--- src/rtl/adxl_seq_pkg.sv ---
// adxl_seq_pkg: sequencer states, ADXL345 register map, init table and SPI frame builder
package adxl_seq_pkg;
    typedef enum logic [2:0] {PWRUP, INIT_XFER, INIT_GAP, WAIT, RD_XFER, RD_CAP, RD_GAP, EMIT} seqState_t;
    localparam logic [5:0] ADDR_BW_RATE     = 6'h2C;
    localparam logic [5:0] ADDR_POWER_CTL   = 6'h2D;
    localparam logic [5:0] ADDR_DATA_FORMAT = 6'h31;
    localparam logic [5:0] ADDR_DATAX0      = 6'h32;
    localparam logic [5:0] ADDR_DATAX1      = 6'h33;
    localparam logic [5:0] ADDR_DATAY0      = 6'h34;
    localparam logic [5:0] ADDR_DATAY1      = 6'h35;
    localparam logic [5:0] ADDR_DATAZ0      = 6'h36;
    localparam logic [5:0] ADDR_DATAZ1      = 6'h37;
    localparam int INIT_LEN = 3;
    localparam int RD_LEN   = 6;
    localparam logic [5:0] INIT_ADDR [INIT_LEN] = '{ADDR_DATA_FORMAT, ADDR_BW_RATE, ADDR_POWER_CTL};
    localparam logic [7:0] INIT_DATA [INIT_LEN] = '{8'h40, 8'h0A, 8'h08};
    localparam logic [5:0] RD_ADDR [RD_LEN] = '{ADDR_DATAX0, ADDR_DATAX1, ADDR_DATAY0,
                                                ADDR_DATAY1, ADDR_DATAZ0, ADDR_DATAZ1};

    function automatic logic [15:0] mkFrame(input logic rd, input logic [5:0] addr, input logic [7:0] data);
        return {rd, 1'b0, addr, data};
    endfunction
endpackage

--- src/rtl/adxl_seq_timer.sv ---
// adxl_seq_timer: shared power-up/gap/timeout down-counter plus the free-running sample-period counter
module adxl_seq_timer #(
    parameter int POWERUP_CYCLES = 1024,
    parameter int SAMPLE_PERIOD  = 4000
) (
    input  logic        iSPI_CLK,
    input  logic        iRSTN,
    input  logic        load,
    input  logic [15:0] loadVal,
    output logic        expire,
    input  logic        perStart,
    output logic        perExpire
);
    logic [15:0] cnt, perCnt;

    // expire fires on the last counted cycle so a load of N spans exactly N cycles
    assign expire    = cnt == 16'd1;
    assign perExpire = perCnt == 16'd1;

    always_ff @(posedge iSPI_CLK or negedge iRSTN) begin
        if (!iRSTN) begin
            cnt    <= 16'(POWERUP_CYCLES);
            perCnt <= '0;
        end else begin
            cnt    <= load ? loadVal : (cnt != '0 ? cnt - 16'd1 : cnt);
            perCnt <= (perStart || perExpire) ? 16'(SAMPLE_PERIOD) : (perCnt != '0 ? perCnt - 16'd1 : perCnt);
        end
    end
endmodule

--- src/rtl/adxl_spi_sequencer.sv ---
// adxl_spi_sequencer: drives the 3-wire SPI engine through ADXL345 init writes and periodic X/Y/Z read bursts
module adxl_spi_sequencer #(
    parameter int POWERUP_CYCLES = 1024,
    parameter int GAP_CYCLES     = 4,
    parameter int SAMPLE_PERIOD  = 4000,
    parameter int XFER_TIMEOUT   = 32
) (
    input  logic        iSPI_CLK,
    input  logic        iRSTN,
    input  logic        iENABLE,
    output logic [15:0] oP2S_DATA,
    output logic        oSPI_GO,
    input  logic        iSPI_END,
    input  logic [7:0]  iS2P_DATA,
    output logic [15:0] oX,
    output logic [15:0] oY,
    output logic [15:0] oZ,
    output logic        oDATA_VALID,
    output logic        oINIT_DONE,
    output logic        oERR
);
    import adxl_seq_pkg::*;

    localparam logic [15:0] GAP_LD = 16'(GAP_CYCLES);
    localparam logic [15:0] TO_LD  = 16'(XFER_TIMEOUT);

    seqState_t   state, next;
    logic [2:0]  idx, nIdx;
    logic [15:0] tVal;
    logic        tLoad, tExp, perStart, perExp, timeout, enterXfer;
    logic [7:0]  rdBuf [RD_LEN];

    adxl_seq_timer #(.POWERUP_CYCLES(POWERUP_CYCLES), .SAMPLE_PERIOD(SAMPLE_PERIOD)) uTimer (
        .iSPI_CLK (iSPI_CLK),
        .iRSTN    (iRSTN),
        .load     (tLoad),
        .loadVal  (tVal),
        .expire   (tExp),
        .perStart (perStart),
        .perExpire(perExp)
    );

    assign timeout   = (state == INIT_XFER || state == RD_XFER) && tExp && !iSPI_END;
    assign enterXfer = (next == INIT_XFER || next == RD_XFER) && next != state;

    always_ff @(posedge iSPI_CLK or negedge iRSTN) begin
        if (!iRSTN) state <= PWRUP;
        else        state <= next;
    end

    always_comb begin
        next     = state;
        nIdx     = idx;
        tLoad    = 1'b0;
        tVal     = TO_LD;
        perStart = 1'b0;
        case (state)
            PWRUP: if (tExp) begin
                next  = INIT_XFER;
                nIdx  = '0;
                tLoad = 1'b1;
            end
            INIT_XFER: if (iSPI_END || tExp) begin
                next  = INIT_GAP;
                tLoad = 1'b1;
                tVal  = GAP_LD;
            end
            INIT_GAP: if (tExp) begin
                if (idx == 3'(INIT_LEN - 1)) begin
                    next     = WAIT;
                    perStart = 1'b1;
                end else begin
                    next  = INIT_XFER;
                    nIdx  = idx + 3'd1;
                    tLoad = 1'b1;
                end
            end
            WAIT: if (perExp && iENABLE) begin
                next  = RD_XFER;
                nIdx  = '0;
                tLoad = 1'b1;
            end
            // a timed-out read skips RD_CAP so its slot keeps the previous byte
            RD_XFER: if (iSPI_END) next = RD_CAP;
            else if (tExp) begin
                next  = RD_GAP;
                tLoad = 1'b1;
                tVal  = GAP_LD;
            end
            RD_CAP: begin
                next  = RD_GAP;
                tLoad = 1'b1;
                tVal  = GAP_LD;
            end
            RD_GAP: if (tExp) begin
                if (idx == 3'(RD_LEN - 1)) next = EMIT;
                else begin
                    next  = RD_XFER;
                    nIdx  = idx + 3'd1;
                    tLoad = 1'b1;
                end
            end
            EMIT:    next = WAIT;
            default: next = PWRUP;
        endcase
    end

    // GO follows the next state, so it drops on the very edge that sees END
    always_ff @(posedge iSPI_CLK or negedge iRSTN) begin
        if (!iRSTN) begin
            idx         <= '0;
            oSPI_GO     <= 1'b0;
            oP2S_DATA   <= '0;
            oX          <= '0;
            oY          <= '0;
            oZ          <= '0;
            oDATA_VALID <= 1'b0;
            oINIT_DONE  <= 1'b0;
            oERR        <= 1'b0;
            rdBuf       <= '{default: '0};
        end else begin
            idx     <= nIdx;
            oSPI_GO <= next == INIT_XFER || next == RD_XFER;
            if (enterXfer)
                oP2S_DATA <= next == RD_XFER ? mkFrame(1'b1, RD_ADDR[nIdx], 8'h00)
                                             : mkFrame(1'b0, INIT_ADDR[nIdx[1:0]], INIT_DATA[nIdx[1:0]]);
            if (state == RD_CAP) rdBuf[idx] <= iS2P_DATA;
            if (next == EMIT) begin
                oX <= {rdBuf[1], rdBuf[0]};
                oY <= {rdBuf[3], rdBuf[2]};
                oZ <= {rdBuf[5], rdBuf[4]};
            end
            oDATA_VALID <= next == EMIT;
            oINIT_DONE  <= oINIT_DONE | perStart;
            oERR        <= oERR | timeout;
        end
    end
endmodule

--- config.mk ---
export PLATFORM = sky130hd
export DESIGN_NAME = adxl_spi_sequencer
export DESIGN_NICKNAME = d
export VERILOG_FILES = /design/src/rtl/adxl_seq_pkg.sv /design/src/rtl/adxl_seq_timer.sv /design/src/rtl/adxl_spi_sequencer.sv
export SDC_FILE = /design/constraint.sdc
export NUM_CORES = 1
export LEC_CHECK = 0
export ABC_AREA = 1
export CAP_MARGIN = 0
export CORE_ASPECT_RATIO = 0.9
export CORE_MARGIN = 5
export CORE_UTILIZATION = 63
export CTS_CLUSTER_SIZE = 16
export DETAILED_ROUTE_END_ITERATION = 6
export DONT_BUFFER_PORTS = 1
export PLACE_DENSITY = 0.88
export SLEW_MARGIN = 30
export SYNTH_ARGS = -nofsm -noshare
export SYNTH_HDL_FRONTEND = slang
export SYNTH_SLANG_ARGS = --single-unit
--- constraint.sdc ---
create_clock -name iSPI_CLK -period 3 [get_ports iSPI_CLK]
set_input_delay 0.6 -clock iSPI_CLK [delete_from_list [all_inputs] [get_ports iSPI_CLK]]
set_output_delay 0.6 -clock iSPI_CLK [all_outputs]
set_load 0.01 [all_outputs]
==> impl_metrics.toml, run 1 <==
[cts]
path_clk_slew_ps = 60
clockBufferDepth = 2
cts_tree = "built"
clk_latency_ps = 410
cts_resized = 0
clockRootBuffer = "clkbuf_16"
ctsHtreeMaxLevel = 4
numCtsBuffers = 17
cts_sinks = 147
post_cts_buffers = 0

[setup_path]
reg2reg_depth = 14
cp_data_arrival_time_ps = 2960
rr_endpoint = "oP2S_DATA[8]"
r2r_slack_ps = 350
criticalPathCategory = "reg2reg"
critPathMaxFanout = 7
critPathLaunchType = "flop"
endpoint_kind = "flop"
cp-startpoint = "state[2]"
reg2reg_from = "state[2]"
endpoint = "oP2S_DATA[8]"
worstPathRequired_ps = 3310

[logic_synthesis]
ys_seq_area_share_pct = 55.4
synth_flop_cell = "dfrtp_1"
synth-edff-count = 0
yosysWarnings = 0
synthArstFlopShare_pct = 100
syn_inst = 769
avgSynthCellArea_um2 = 8.64
synthesis.area_um2 = 6650
synth_cell_types = 37
ys_ff_latch = 147

[grt]
antenna_found_initial = 0
grt_pass1_vias = 5185
grt_pass1_wl_mm = 25.4
gr-total-overflow = 0
grt.total_usage_pct = 24.9
grt_max_degree = 148

[pwr]
power_frac_comb_pct = 0.5
p_sw_uw = 827
power_frac_clock_pct = 53.4
seq_power_share_pct = 46.1
total_power_mw = 4.31
p_int_mw = 3.48
power_density_nw_per_um2 = 587
power_leakage_nw = 3.71
switching_share_pct = 19.2
irDropWorstVdd_mv = 0.538

[route]
vias = 5235
ant_nets = 0
wl_per_cell_um = 16.6
totalWireLength_mm = 15.1
viasPerCell = 5.76
drt_iter0_markers = 394
drc = 0
dr.pass1.iters = 6

[placed_design]
hpwl_mm = 10.0
gp_congestion = 0.930
port_buffers = 0

[final_layout]
nets = 793
syn_to_final_growth_pct = 10.4
fillCellCount = 718
layout-drive-gt1-share_pct = 9.10
final_util_pct = 71.3
antennaDiodeCount = 0

[run_status]
violations = "negative hold slack"
outcome = "finished, violations left"

[sta]
period_needed_ps = 2650
whs_ps = -117
setup_tns_ps = 0
max_freq_mhz = 377
finalCritPeriodShare_pct = 88.4
hold_viol = 146
slew_headroom_pct = 58.4
rsz0062_at_grt = "false"
slew_viol_final = 0
worst_slew_pin_slew_ps = 622
fin_worst_skew_ps = 10.9
finalSetupViolations = 0

[hold_path]
hold_class = "in2async"

[die]
placementRows = 35
fp.coreArea_um2 = 10300
initial_core_util_pct = 64.6
ioPinCount = 80
die_w_um = 118
fp.dieArea_um2 = 12700
die_h_um = 107

[flow_run]
maxCapViolCount = 0
-- worst min-delay path by stage --
| stage | cells after the start | slack, ps | end | from |
|---|---|---|---|---|
| detailed placement | 0 | 310 | uTimer.cnt[2] | iRSTN |
| CTS | 0 | -130 | oX[2] | iRSTN |
| global placement | 0 | 310 | uTimer.cnt[6] | iRSTN |
| global route | 0 | -130 | uTimer.cnt[6] | iRSTN |
| finish | 0 | -120 | uTimer.cnt[7] | iRSTN |
| floorplan | 0 | 300 | idx[0] | iRSTN |
-- layout make-up --
class | count | area, um2 | area share [%]
flip-flops and latches | 147 | 3680 | 50.2
multi-input cells | 544 | 2620 | 35.7
clock buffers | 18 | 439 | 5.99
clock inverters | 13 | 206 | 2.81
inverters | 55 | 206 | 2.81
well taps | 129 | 161 | 2.20
repair buffers | 3 | 22.5 | 0.307
-- power by group through the flow --
stage	logic (mW)	clock network [mW]	registers, mW
floorplan	0.0163	0	2.02
global placement	0.0192	0	2.02
detailed placement	0.0192	0	2.02
CTS	0.0193	2.32	1.98
global route	0.0214	2.43	1.98
finish	0.0198	2.30	1.98
-- registers in the layout (all words and copies together), names as in the netlist --
signal / count
rdBuf: 48
oX: 16
oY: 16
oZ: 16
uTimer.cnt: 16
uTimer.perCnt: 16
oP2S_DATA: 9
idx: 3
state: 3
oDATA_VALID: 1
oERR: 1
oINIT_DONE: 1
oSPI_GO: 1
-- per-layer routing --
| layer | vias to the layer above | GRT usage, % | wire length (um) |
|---|---|---|---|
| met1 | 2546 | 31.4 | 6060 |
| met3 | 43 | 5.83 | 988 |
| met4 | 0 | 12.0 | 488 |
| li1 | 2434 | - | - |
| met5 | - | 0 | 0 |
| met2 | 212 | 40.7 | 7550 |
-- cells by family (layout without fill, tap and decap cells) --
group,Yosys count,in the layout,synth area share [%]
buffers and inverters,83,89,5.54
xor gates and xnor gates,18,18,2.37
other,1,6,0.0564
DFF,147,147,55.4
AOI/OAI and AO/OA,90,90,7.27
adders and majority gates,13,13,2.45
and+or+nand+nor,417,417,26.9
-- critical path, cell delays in order (launching register included) --
cell,delay [ps]
dfrtp_1,460
nor2_1,210
inv_1,90
nor2_1,270
nand4_1,170
nand3_1,170
nor2_1,60
nor2_1,270
inv_1,140
ha_1,210
or2_2,270
nand2_1,70
nand2_1,50
nand2_1,60
nand2_1,50
-- stage by stage --
step           hold WS [ps]  worst slack (ps)  cell area, um2  std cells
2_1_floorplan           304               596            6660        774
3_3_place_gp            312               533            6690        878
3_5_place_dp            309               391            6690        878
4_1_cts                -129               372            7340        909
5_1_grt                -129               136            7340        909
6_report               -117               349            7340        909
-- cell usage in the layout (no fill, tap or decap), drive strengths merged --
cell type	n
or2	3
a311o	1
clkinvlp	2
nand3	27
clkinv	5
dfstp	1
buf	3
a31o	1
a21oi	11
nor4	3
dfrtp	146
xnor2	9
inv	56
clkbuf	18
bufinv	5
o211ai	3
nand4	11
nor3	18
o21ai	67
a31oi	1
and3	1
nand2	289
conb	6
ha	13
a211oi	2
o31ai	3
o21a	1
nor2	65
xor2	9
-- Yosys cell counts, types with 4 or more instances --
cell	n	area, um2
inv_1	53	199
ha_1	13	163
nor3_1	18	90.1
a21oi_1	11	55.1
nor2_2	6	37.5
nand2_1	273	1020
nor2_4	5	56.3
nor2_1	53	199
o21ai_0	63	315
o21ai_1	4	20.0
nand2_2	14	87.6
clkbuf_1	10	37.5
nand4_1	11	68.8
xor2_1	9	78.8
buf_4	7	52.6
nand3_1	26	130
dfrtp_1	146	3650
xnor2_1	9	78.8
buf_2	9	45.0
Power figures use the tool's default switching activity.
==> run 2, diff against run 1 <==
--- a/config.mk
+++ b/config.mk
@@ -11,7 +11,6 @@
 export CORE_MARGIN = 5
-export CORE_UTILIZATION = 63
+export CORE_UTILIZATION = 60
 export CTS_CLUSTER_SIZE = 16
 export DETAILED_ROUTE_END_ITERATION = 6
-export DONT_BUFFER_PORTS = 1
-export PLACE_DENSITY = 0.88
+export PLACE_DENSITY = 0.94
 export SLEW_MARGIN = 30
==> constraint.sdc (replaced) <==
create_clock -name iSPI_CLK -period 3.08 [get_ports iSPI_CLK]
set_input_delay 0.924 -clock iSPI_CLK [delete_from_list [all_inputs] [get_ports iSPI_CLK]]
set_output_delay 0.924 -clock iSPI_CLK [all_outputs]
set_load 0.01 [all_outputs]
==> run 2 against run 1 <==
Effect of this change:
- the run now ends clean
- critical path depth is 2 higher
- die area is 4.6% higher
- core utilization is 3.3 points higher
- sequential share of layout area is 4.7 points lower
- power is 4.7% lower
- sequential power is 3% lower
- clock power is 9.1% lower
==> impl_metrics.toml, run 2 (synthesis results as in run 1) <==
[sta]
max_freq_mhz = 389
slew_viol_final = 0
fin_worst_skew_ps = 9.42
worst_slew_pin_slew_ps = 785
setup_tns_ps = 0
slew_headroom_pct = 47.7
finalCritPeriodShare_pct = 83.5
rsz0062_at_grt = "false"
finalSetupViolations = 0
period_needed_ps = 2570
hold_viol = 0

[cts]
clockBufferDepth = 2
path_clk_slew_ps = 60
cts_sinks = 147
cts_resized = 0
numCtsBuffers = 17
cts_tree = "built"
hold_buffers = 0
clk_latency_ps = 420
post_cts_buffers = 0
ctsHtreeMaxLevel = 4
clockRootBuffer = "clkbuf_16"

[setup_path]
endpoint = "oP2S_DATA[8]"
critPathMaxFanout = 6
slowest_stage = "dfrtp_1"
reg2reg_depth = 16
r2r_slack_ps = 510
endpoint_kind = "flop"
reg2reg_from = "idx[1]"
cp-startpoint = "idx[1]"
rr_endpoint = "oP2S_DATA[8]"
critPathMaxStageDelay_ps = 420
criticalPathCategory = "reg2reg"
worstPathRequired_ps = 3390
cpMostUsedCell = "nand2_1"
path_cells = "inv_1 -> ha_1 -> nand2_1 -> inv_1 -> o21ai_0 -> nand3_1 -> nand3_1 -> nor2_1 -> nor2_1 -> inv_1 -> ha_1 -> or2_2 -> nand2_1 -> nand2_1 -> nand2_1 -> nand2_1"
cp_data_arrival_time_ps = 2880
critPathLaunchType = "flop"

[final_layout]
nets = 869
largest-register = "rdBuf"
largest_reg_flops = 48
final_common_cell = "nand2_1"
syn_to_final_growth_pct = 21.9
fillCellCount = 687
antennaDiodeCount = 0
layout-drive-gt1-share_pct = 8.64
final_cell_mix = "nand2_1, dfrtp_1, clkdlybuf4s50_1"
postLayoutCellArea_um2 = 8100

[die]
fp.coreArea_um2 = 10900
die_w_um = 121
placementRows = 36
die_h_um = 110
initial_core_util_pct = 61.2
ioPinCount = 80
fp.dieArea_um2 = 13300

[placed_design]
port_buffers = 73
postPlaceCellArea_um2 = 7500
gp_congestion = 0.945
hpwl_mm = 10.0

[route]
vias = 5420
drc = 0
ant_nets = 0
dr.pass1.iters = 5
totalWireLength_mm = 15.4
viasPerCell = 5.38
wl_per_cell_um = 15.2
drt_iter0_markers = 537

[grt]
grt.total_usage_pct = 24.8
grt_max_degree = 148
grt_pass1_vias = 5389
grt_pass1_wl_mm = 25.9
gr-total-overflow = 0
antenna_found_initial = 0

[hold_path]
hold_class = "reg2reg"
holdPathStages = 2

[pwr]
power_leakage_nw = 4.01
power_density_nw_per_um2 = 506
irDropWorstVdd_mv = 0.341

[run_status]
outcome = "finished, final reports clean"

[flow_run]
maxCapViolCount = 0
-- run 2: changes by cell type in the layout (fill, tap and decap cells not counted) --
cell             before  now
buf_12                0    2
buf_4                 3    4
buf_6                 0    1
bufinv_16             5    3
clkbuf_1              0    1
clkdlybuf4s50_1       0   72
clkinv_2              3    2
clkinv_4              2    1
clkinvlp_4            2    4
inv_6                 1    2
-- run 2: metrics by stage --
stage | cells | utilization [%] | hold slack, ps | worst slack (ps) | power (mW)
2_1_floorplan | 774 | - | 442 | 636 | 1.98
3_3_place_gp | 977 | 69.1 | 450 | 234 | 2.04
3_5_place_dp | 977 | 69.1 | 456 | 97.9 | 2.04
4_1_cts | 1008 | 74.6 | 477 | 510 | 4.12
5_1_grt | 1008 | 74.6 | 488 | 263 | 4.22
6_report | 1008 | 74.6 | 474 | 508 | 4.10
-- run 2: critical path, delay by kind of cell, from the launching register on --
family | cells | cell delay, ps
AOI/OAI and AO/OA | 1 | 160
adders and majority gates | 2 | 400
buffers and inverters | 3 | 370
DFF | 1 | 420
and+or+nand+nor | 10 | 1110
-- run 2: how the worst min path moves through the flow --
stage | startpoint | endpoint
5_1_grt | rdBuf[3] | oZ[11]
2_1_floorplan | rdBuf[40] | oX[0]
3_3_place_gp | oINIT_DONE | oINIT_DONE
3_5_place_dp | rdBuf[13] | oZ[5]
6_report | rdBuf[47] | oX[7]
4_1_cts | rdBuf[47] | oX[7]
-- run 2: final cells by class --
cell class | instances | area (um2) | area share, %
Timing Repair Buffer | 79 | 802 | 9.90
Tap cell | 152 | 190 | 2.35
Clock inverter | 12 | 156 | 1.93
Inverter | 55 | 206 | 2.55
Multi-Input combinational cell | 544 | 2620 | 32.4
Clock buffer | 19 | 443 | 5.47
Sequential cell | 147 | 3680 | 45.4
-- run 2: report_power, final --
group	internal (mW)	leakage (nW)	switching, mW
Sequential	1.93	1.50	0.000643
Clock	1.29	0.282	0.800
Combinational	0.0175	2.23	0.0571
-- run 2: metal layers --
layer	up-vias	global-route usage (%)	part of all wire, %
li1	2583	-	-
met4	0	8.66	2.2
met2	202	39.9	48
met1	2601	33.9	44
met3	34	5.14	6.1
met5	-	0	0
